$ cat config.mk
export PLATFORM = sky130hd
export DESIGN_NAME = pe_block_seq
export DESIGN_NICKNAME = d
export VERILOG_FILES = /design/src/rtl/pe_seq_pkg.sv /design/src/rtl/pe_seq_align.sv /design/src/rtl/pe_block_seq.sv
export SDC_FILE = /design/constraint.sdc
export NUM_CORES = 1
export LEC_CHECK = 0
export ABC_AREA = 1
export CAP_MARGIN = 0
export CORE_ASPECT_RATIO = 1.2
export CORE_MARGIN = 5
export CORE_UTILIZATION = 55
export DETAILED_ROUTE_END_ITERATION = 12
export GPL_TIMING_DRIVEN = 0
export PLACE_DENSITY = 0.81
export SYNTH_ARGS = -nofsm -noshare
export SYNTH_HDL_FRONTEND = slang
export SYNTH_SLANG_ARGS = --single-unit
$ cat constraint.sdc
create_clock -name iClk -period 3 [get_ports iClk]
set_clock_uncertainty 0.15 [all_clocks]
set_input_delay 0.45 -clock iClk [delete_from_list [all_inputs] [get_ports iClk]]
set_output_delay 0.45 -clock iClk [all_outputs]
set_load 0.02 [all_outputs]
$ cat src/rtl/pe_seq_pkg.sv
// Shared types and helpers for the pe_block sequencer.
package pe_seq_pkg;

  localparam int SHIFT_W = 5;

  typedef enum logic [1:0] {
    IDLE,
    RUN,
    DRAIN,
    DONE
  } seq_state_e;

  // Pass-left bit j is active for aligned index c in [array_num+j, t-1+j].
  // Written as c+1 <= t+j so nothing underflows when t is small.
  function automatic logic pass_mask_bit(input int unsigned c,
                                         input int unsigned t,
                                         input int unsigned j,
                                         input int unsigned array_num);
    return (c >= array_num + j) && (c + 1 <= t + j);
  endfunction

endpackage

$ cat src/rtl/pe_seq_align.sv
// One register stage that moves issue-time control to the cycle the
// buffered data reaches the pe_block array.
module pe_seq_align #(
  parameter int ARRAY_NUM = 3
) (
  input  logic                 clk,
  input  logic                 rst,
  input  logic                 issue_clear,
  input  logic [ARRAY_NUM-2:0] issue_mask,
  input  logic                 issue_valid,
  output logic                 arr_clear,
  output logic [ARRAY_NUM-2:0] arr_mask,
  output logic                 arr_valid
);

  always_ff @(posedge clk or posedge rst) begin
    if (rst) begin
      arr_clear <= 1'b0;
      arr_mask  <= '0;
      arr_valid <= 1'b0;
    end else begin
      arr_clear <= issue_clear;
      arr_mask  <= issue_mask;
      arr_valid <= issue_valid;
    end
  end

endmodule

$ cat src/rtl/pe_block_seq.sv
// Sequencer driving one pe_block tile through a full accumulate pass:
// buffer read strobes, aligned array controls and result-valid flag.
module pe_block_seq
  import pe_seq_pkg::*;
#(
  parameter int ARRAY_NUM = 3,
  parameter int TAP_W     = 8,
  parameter int RES_LAT   = 2
) (
  input  logic                 iClk,
  input  logic                 iRst,
  input  logic                 iStart,
  input  logic [TAP_W-1:0]     iCfsTaps,
  input  logic [SHIFT_W-1:0]   iCfsOutputLeftShift,
  output logic                 oBusy,
  output logic                 oDone,
  output logic                 oWeightRdEn,
  output logic [TAP_W-1:0]     oWeightAddr,
  output logic                 oDataRdEn,
  output logic                 oClearAcc,
  output logic [ARRAY_NUM-2:0] oCfsPassDataLeft,
  output logic [SHIFT_W-1:0]   oCfsOutputLeftShift,
  output logic                 oResultValid
);

  localparam int CW         = TAP_W + $clog2(ARRAY_NUM) + 1;
  localparam int DRAIN_LAST = (RES_LAT > 0) ? RES_LAT - 1 : 0;

  seq_state_e         state_reg, state_next;
  logic [CW-1:0]      cnt_reg, cnt_next;
  logic [TAP_W-1:0]   taps_reg;
  logic [SHIFT_W-1:0] shift_reg;

  logic               accept;
  logic               running;
  logic [CW-1:0]      taps_ext;
  logic [CW-1:0]      last_issue;
  logic               issue_clear;
  logic [ARRAY_NUM-2:0] issue_mask;
  logic               arr_clear;
  logic [ARRAY_NUM-2:0] arr_mask;
  logic               arr_valid;

  assign accept     = (state_reg == IDLE) && iStart && (iCfsTaps != '0);
  assign running    = (state_reg == RUN);
  assign taps_ext   = CW'(taps_reg);
  assign last_issue = taps_ext + CW'(ARRAY_NUM - 2);

  always_ff @(posedge iClk or posedge iRst) begin
    if (iRst) begin
      state_reg <= IDLE;
      cnt_reg   <= '0;
      taps_reg  <= '0;
      shift_reg <= '0;
    end else begin
      state_reg <= state_next;
      cnt_reg   <= cnt_next;
      if (accept) begin
        taps_reg  <= iCfsTaps;
        shift_reg <= iCfsOutputLeftShift;
      end
    end
  end

  // One counter serves as issue index in RUN and drain timer in DRAIN.
  always_comb begin
    state_next = state_reg;
    cnt_next   = cnt_reg;
    case (state_reg)
      IDLE: begin
        if (accept) begin
          state_next = RUN;
          cnt_next   = '0;
        end
      end
      RUN: begin
        if (cnt_reg == last_issue) begin
          state_next = (RES_LAT == 0) ? DONE : DRAIN;
          cnt_next   = '0;
        end else begin
          cnt_next = cnt_reg + 1'b1;
        end
      end
      DRAIN: begin
        if (cnt_reg == CW'(DRAIN_LAST)) begin
          state_next = DONE;
          cnt_next   = '0;
        end else begin
          cnt_next = cnt_reg + 1'b1;
        end
      end
      DONE: begin
        state_next = IDLE;
        cnt_next   = '0;
      end
      default: begin
        state_next = IDLE;
        cnt_next   = '0;
      end
    endcase
  end

  assign oBusy        = (state_reg != IDLE);
  assign oDone        = (state_reg == DONE);
  assign oResultValid = (state_reg == DONE);
  assign oDataRdEn    = running;
  assign oWeightRdEn  = running && (cnt_reg < taps_ext);
  assign oWeightAddr  = oWeightRdEn ? cnt_reg[TAP_W-1:0] : '0;
  assign oCfsOutputLeftShift = shift_reg;

  assign issue_clear = running && (cnt_reg == '0);

  generate
    for (genvar gi = 0; gi < ARRAY_NUM - 1; gi++) begin : g_mask
      assign issue_mask[gi] = running &&
        pass_mask_bit(32'(cnt_reg), 32'(taps_reg), gi, ARRAY_NUM);
    end
  endgenerate

  pe_seq_align #(
    .ARRAY_NUM(ARRAY_NUM)
  ) u_align (
    .clk        (iClk),
    .rst        (iRst),
    .issue_clear(issue_clear),
    .issue_mask (issue_mask),
    .issue_valid(running),
    .arr_clear  (arr_clear),
    .arr_mask   (arr_mask),
    .arr_valid  (arr_valid)
  );

  assign oClearAcc        = arr_clear & arr_valid;
  assign oCfsPassDataLeft = arr_mask & {(ARRAY_NUM-1){arr_valid}};

endmodule

==> results by group <==
Final layout
  • Number of inserted diodes: 0
  • Area growth from synthesis to layout: 22.1%
  • Fin cells: 441
  • Flip-flop count of the largest register, all copies and words added: 11
  • Sequential standard cell area: 753 sq um
  • Post-layout util: 0.688
  • Ratio of cells with drive above 1 in the final layout: 0.159
  • Combined area of the multi-input logic cells: 1590 sq um
  • Net count of the finished layout: 432
  • Number of fill cells in the layout: 385

Clock network
  • Insertion delay of the later-clocked pin in the worst-skew pair: 0.28 ns
  • H-tree depth reported by CTS: 2
  • CTS tree: done
  • Total CTS buffers: 5
  • Reg clk slew, reported paths: 0.06 ns
  • Hold-fix buffers at CTS: 0
  • Buffer type at the clock tree root: sky130_fd_sc_hd__clkbuf_8
  • Number of buffers on the longest clock path: 2
  • Number of sinks handled by clock tree synthesis: 30

Floorplan
  • # rows: 27
  • Die footprint: 6100 sq um
  • Die X-Extent: 72.2 um
  • Placeable Area: 4530 sq um
  • Floorplan die height: 84.6 um
  • Initial core utilization: 0.563
  • Number of top-level pins: 37

Route
  • Post-route ant nets: 0
  • Routed via count divided by cell count: 5.33
  • DRC errors left: 0
  • DR vias: 2350
  • DR pass1 iterations: 4
  • Detailed-route wire length per cell: 14.2 um
  • Post-detailed-routing wire length: 6250 um
  • DR iter-0 viols: 249

Synth
  • Gate count of the mapped netlist: 338
  • Flip-flop and latch count after synthesis: 30
  • Synth Warn #: 0
  • Number of enable flip-flop cells after synthesis: 0
  • Mapped Area: 2550 sq um
  • Async set-reset flop share out of synthesis: 1.00
  • Average size of a mapped cell: 7.54 sq um
  • Proportion of synthesized chip area in sequential cells: 0.294
  • Count of different cell masters after synthesis: 30
  • Most used DFF post-synth: sky130_fd_sc_hd__dfrtp_1
  • Post-Syn Nets: 388

Power
  • Clock power share: 0.152
  • Net switching fraction of the power: 0.475
  • Switching pwr: 1220 uW
  • Static power due to leakage: 0.00169 uW
  • Fraction of power consumed by sequential logic: 0.252
  • Internal power summed over all cells: 1350 uW
  • Comb pwr share: 0.596
  • Cell Pwr Density: 825 nW/um^2
  • Maximum ir drop on the vdd rail: 0.550 mV

STA
  • Final critical-path share of the clock period: 0.935
  • Setup repair after global routing missed its margin: no
  • Worst-case setup margin in the final layout: 0.195 ns
  • Remaining max-slew budget at the tightest pin: 0.208
  • Aggregate negative setup slack: 0 ns
  • Setup violations, final: 0
  • Min Tclk post-route: 2.80 ns
  • Final Hold Fails: 0
  • Max Slew Vio Count: 0
  • Transition time of the tightest slew-check pin: 1.19 ns
  • Fmax achieved: 357 MHz

Critical path
  • Maximum fanout along the worst path: 9
  • Worst-path cell chain: inv_2, ha_1, a21oi_1, o21ai_0, nand2_1, nand4_1, buf_4, nor2_1, dlygate4sd2_1
  • Critical path buffers and inverters: 3
  • Stage delay of the slowest cell on the critical path: 0.45 ns
  • Slack of the worst reg-to-reg path: 0.31 ns
  • Length in cells of the worst reg-to-reg path: 11
  • Source of the worst register-to-register timing path: cnt_reg[0]$_DFFE_PP0P_
  • Required time reported for the critical path endpoint: 2.40 ns
  • Crit path launch: taps_reg[2]$_DFFE_PP0P_
  • Endpoint of the most critical register-to-register path: u_align.arr_mask[0]$_DFF_PP0_
  • Worst Setup End Kind: output port
  • Family of cells with the greatest summed delay on the critical path: buffers and inverters
  • Critical-path top delay cell: sky130_fd_sc_hd__dfrtp_1
  • Type of element launching the critical path: register
  • Critical path type: reg2out
  • Arrival time at the worst endpoint: 2.20 ns

Placed design
  • Placer's final routability congestion estimate: 0.901
  • Placed insts: 432
  • Dpl hpwl: 4900 um
  • Number of buffer cells added on primary ports: 36
  • Post-Place Setup Slack: 0.0256 ns

Global route
  • Met3 track demand over resource: 0.0371
  • First-pass GRT wire length: 11100 um
  • Total routing usage reported by global routing: 0.230
  • Vias in the first global route: 2437
  • Pin count of the biggest net entering global routing: 31
  • Met1 Use GR: 0.278
  • Number of antenna violations at the first check in global routing: 0
  • Met2 Track Usage GR: 0.403
  • GRT busiest layer: met2
  • Gr ovfl total: 0

Hold path
  • Worst min-delay path class: reg2reg
  • Endpoint, Worst Hold: oCfsOutputLeftShift[0]$_DFFE_PP0P_
  • WHS Path Cells: 1
  • Hold_sp: oCfsOutputLeftShift[0]$_DFFE_PP0P_

Flow run
  • Max-cap violations: 0

Run status
  • Outcome: finished clean
==> cells by family (layout without fill, tap and decap cells) <==
family	count (synthesis)	in the layout	share of synthesized area
AND/OR/NAND/NOR	172	172	0.329
adder cells (fa/ha/maj)	34	34	0.167
buffers and inverters	52	97	0.0829
flip-flops	30	30	0.294
AO/OA/AOI/OAI	38	38	0.0805
XOR/XNOR	7	7	0.0240
multiplexers	5	5	0.0221
==> worst max-delay path by stage <==
stage,end,slack [ns],depth (start not counted)
CTS,oWeightAddr[1],0.003,9
floorplan,u_align.arr_mask[0]$_DFF_PP0_,0.76,13
detailed placement,oWeightAddr[4],0.03,8
finish,oWeightAddr[4],0.20,9
global placement,oWeightAddr[6],0.01,8
global route,oWeightAddr[6],0.03,9
==> cells in the final DEF (no fill, tap or decap), drive strengths merged <==
master,instances
a211oi,2
a21oi,22
a31o,1
and3,2
buf,5
clkbuf,10
clkdlybuf4s50,27
clkinv,1
dfrtp,30
dlygate4sd2,5
dlymetal6s2s,4
ha,34
inv,45
mux2,5
nand2,91
nand3,31
nand4,4
nor2,37
nor3,4
nor4,3
o21ai,12
o21bai,1
xnor2,2
xor2,5
==> power by group through the flow <==
| stage | clock [uW] | combinational, uW | sequential [uW] |
|---|---|---|---|
| final | 391 | 1530 | 647 |
| after global routing | 423 | 1720 | 666 |
| after CTS | 393 | 1530 | 645 |
| after detailed placement | 0 | 1500 | 647 |
| after global placement | 0 | 1460 | 641 |
| after floorplan | 0 | 1050 | 667 |
==> metrics by stage <==
stage,cell area [sq um],total power [uW],hold WS [ns]
after floorplan,2550,1720,0.353
after global placement,2980,2100,0.336
after detailed placement,2980,2140,0.344
after CTS,3100,2570,0.359
after global routing,3110,2810,0.384
final,3110,2570,0.361
==> worst register-to-register path, stage by stage, from the launching register on <==
cell	delay (ns)
sky130_fd_sc_hd__dfrtp_1	0.48
sky130_fd_sc_hd__nand2_1	0.11
sky130_fd_sc_hd__nor2_1	0.19
sky130_fd_sc_hd__nand2_1	0.16
sky130_fd_sc_hd__nor2_1	0.18
sky130_fd_sc_hd__xor2_1	0.36
sky130_fd_sc_hd__ha_1	0.23
sky130_fd_sc_hd__nand2_1	0.05
sky130_fd_sc_hd__o21ai_0	0.22
sky130_fd_sc_hd__a21oi_1	0.06
sky130_fd_sc_hd__a31o_2	0.23
sky130_fd_sc_hd__and3_1	0.17
==> per-layer routing <==
metal / vias to the layer above / part of all wire / wire length, um
li1: 1184 / - / -
met1: 1091 / 0.41 / 2570
met2: 61 / 0.51 / 3210
met3: 14 / 0.051 / 316
met4: 0 / 0.025 / 154
met5: - / 0 / 0
==> cell type report <==
class | instances | share of cell area
tap | 58 | 0.0233
inverter | 46 | 0.0555
sequential | 30 | 0.242
buffer | 6 | 0.0125
timing repair buffer | 37 | 0.119
multi-input combinational | 256 | 0.512
clock buffer | 8 | 0.0354
==> cells in the mapped netlist (2+ instances only) <==
library cell / instances / area [sq um]
sky130_fd_sc_hd__nand2_2: 16 / 100
sky130_fd_sc_hd__inv_1: 41 / 154
sky130_fd_sc_hd__nor3_1: 3 / 15.0
sky130_fd_sc_hd__a21oi_1: 22 / 110
sky130_fd_sc_hd__nor2_2: 2 / 12.5
sky130_fd_sc_hd__dfrtp_1: 30 / 751
sky130_fd_sc_hd__nand4_1: 4 / 25.0
sky130_fd_sc_hd__nand2_1: 75 / 282
sky130_fd_sc_hd__buf_4: 2 / 15.0
sky130_fd_sc_hd__nor2_1: 34 / 128
sky130_fd_sc_hd__mux2_2: 5 / 56.3
sky130_fd_sc_hd__inv_2: 4 / 15.0
sky130_fd_sc_hd__xor2_1: 5 / 43.8
sky130_fd_sc_hd__and3_1: 2 / 12.5
sky130_fd_sc_hd__nor4_1: 3 / 18.8
sky130_fd_sc_hd__clkbuf_1: 2 / 7.51
sky130_fd_sc_hd__nand3_1: 17 / 85.1
sky130_fd_sc_hd__xnor2_1: 2 / 17.5
sky130_fd_sc_hd__a211oi_1: 2 / 15.0
sky130_fd_sc_hd__ha_1: 34 / 425
sky130_fd_sc_hd__o21ai_0: 11 / 55.1
sky130_fd_sc_hd__nand3_2: 14 / 140
==> what timing repair did <==
item | 4_1_cts | 5_1_grt
cloned | 0 | 0
pin swaps | 1 | 0
endpoints found under the setup margin | 9 | 9
setup buffers | 1 | 0
resized for setup | 6 | 6
(Power assumes the default switching activity.)
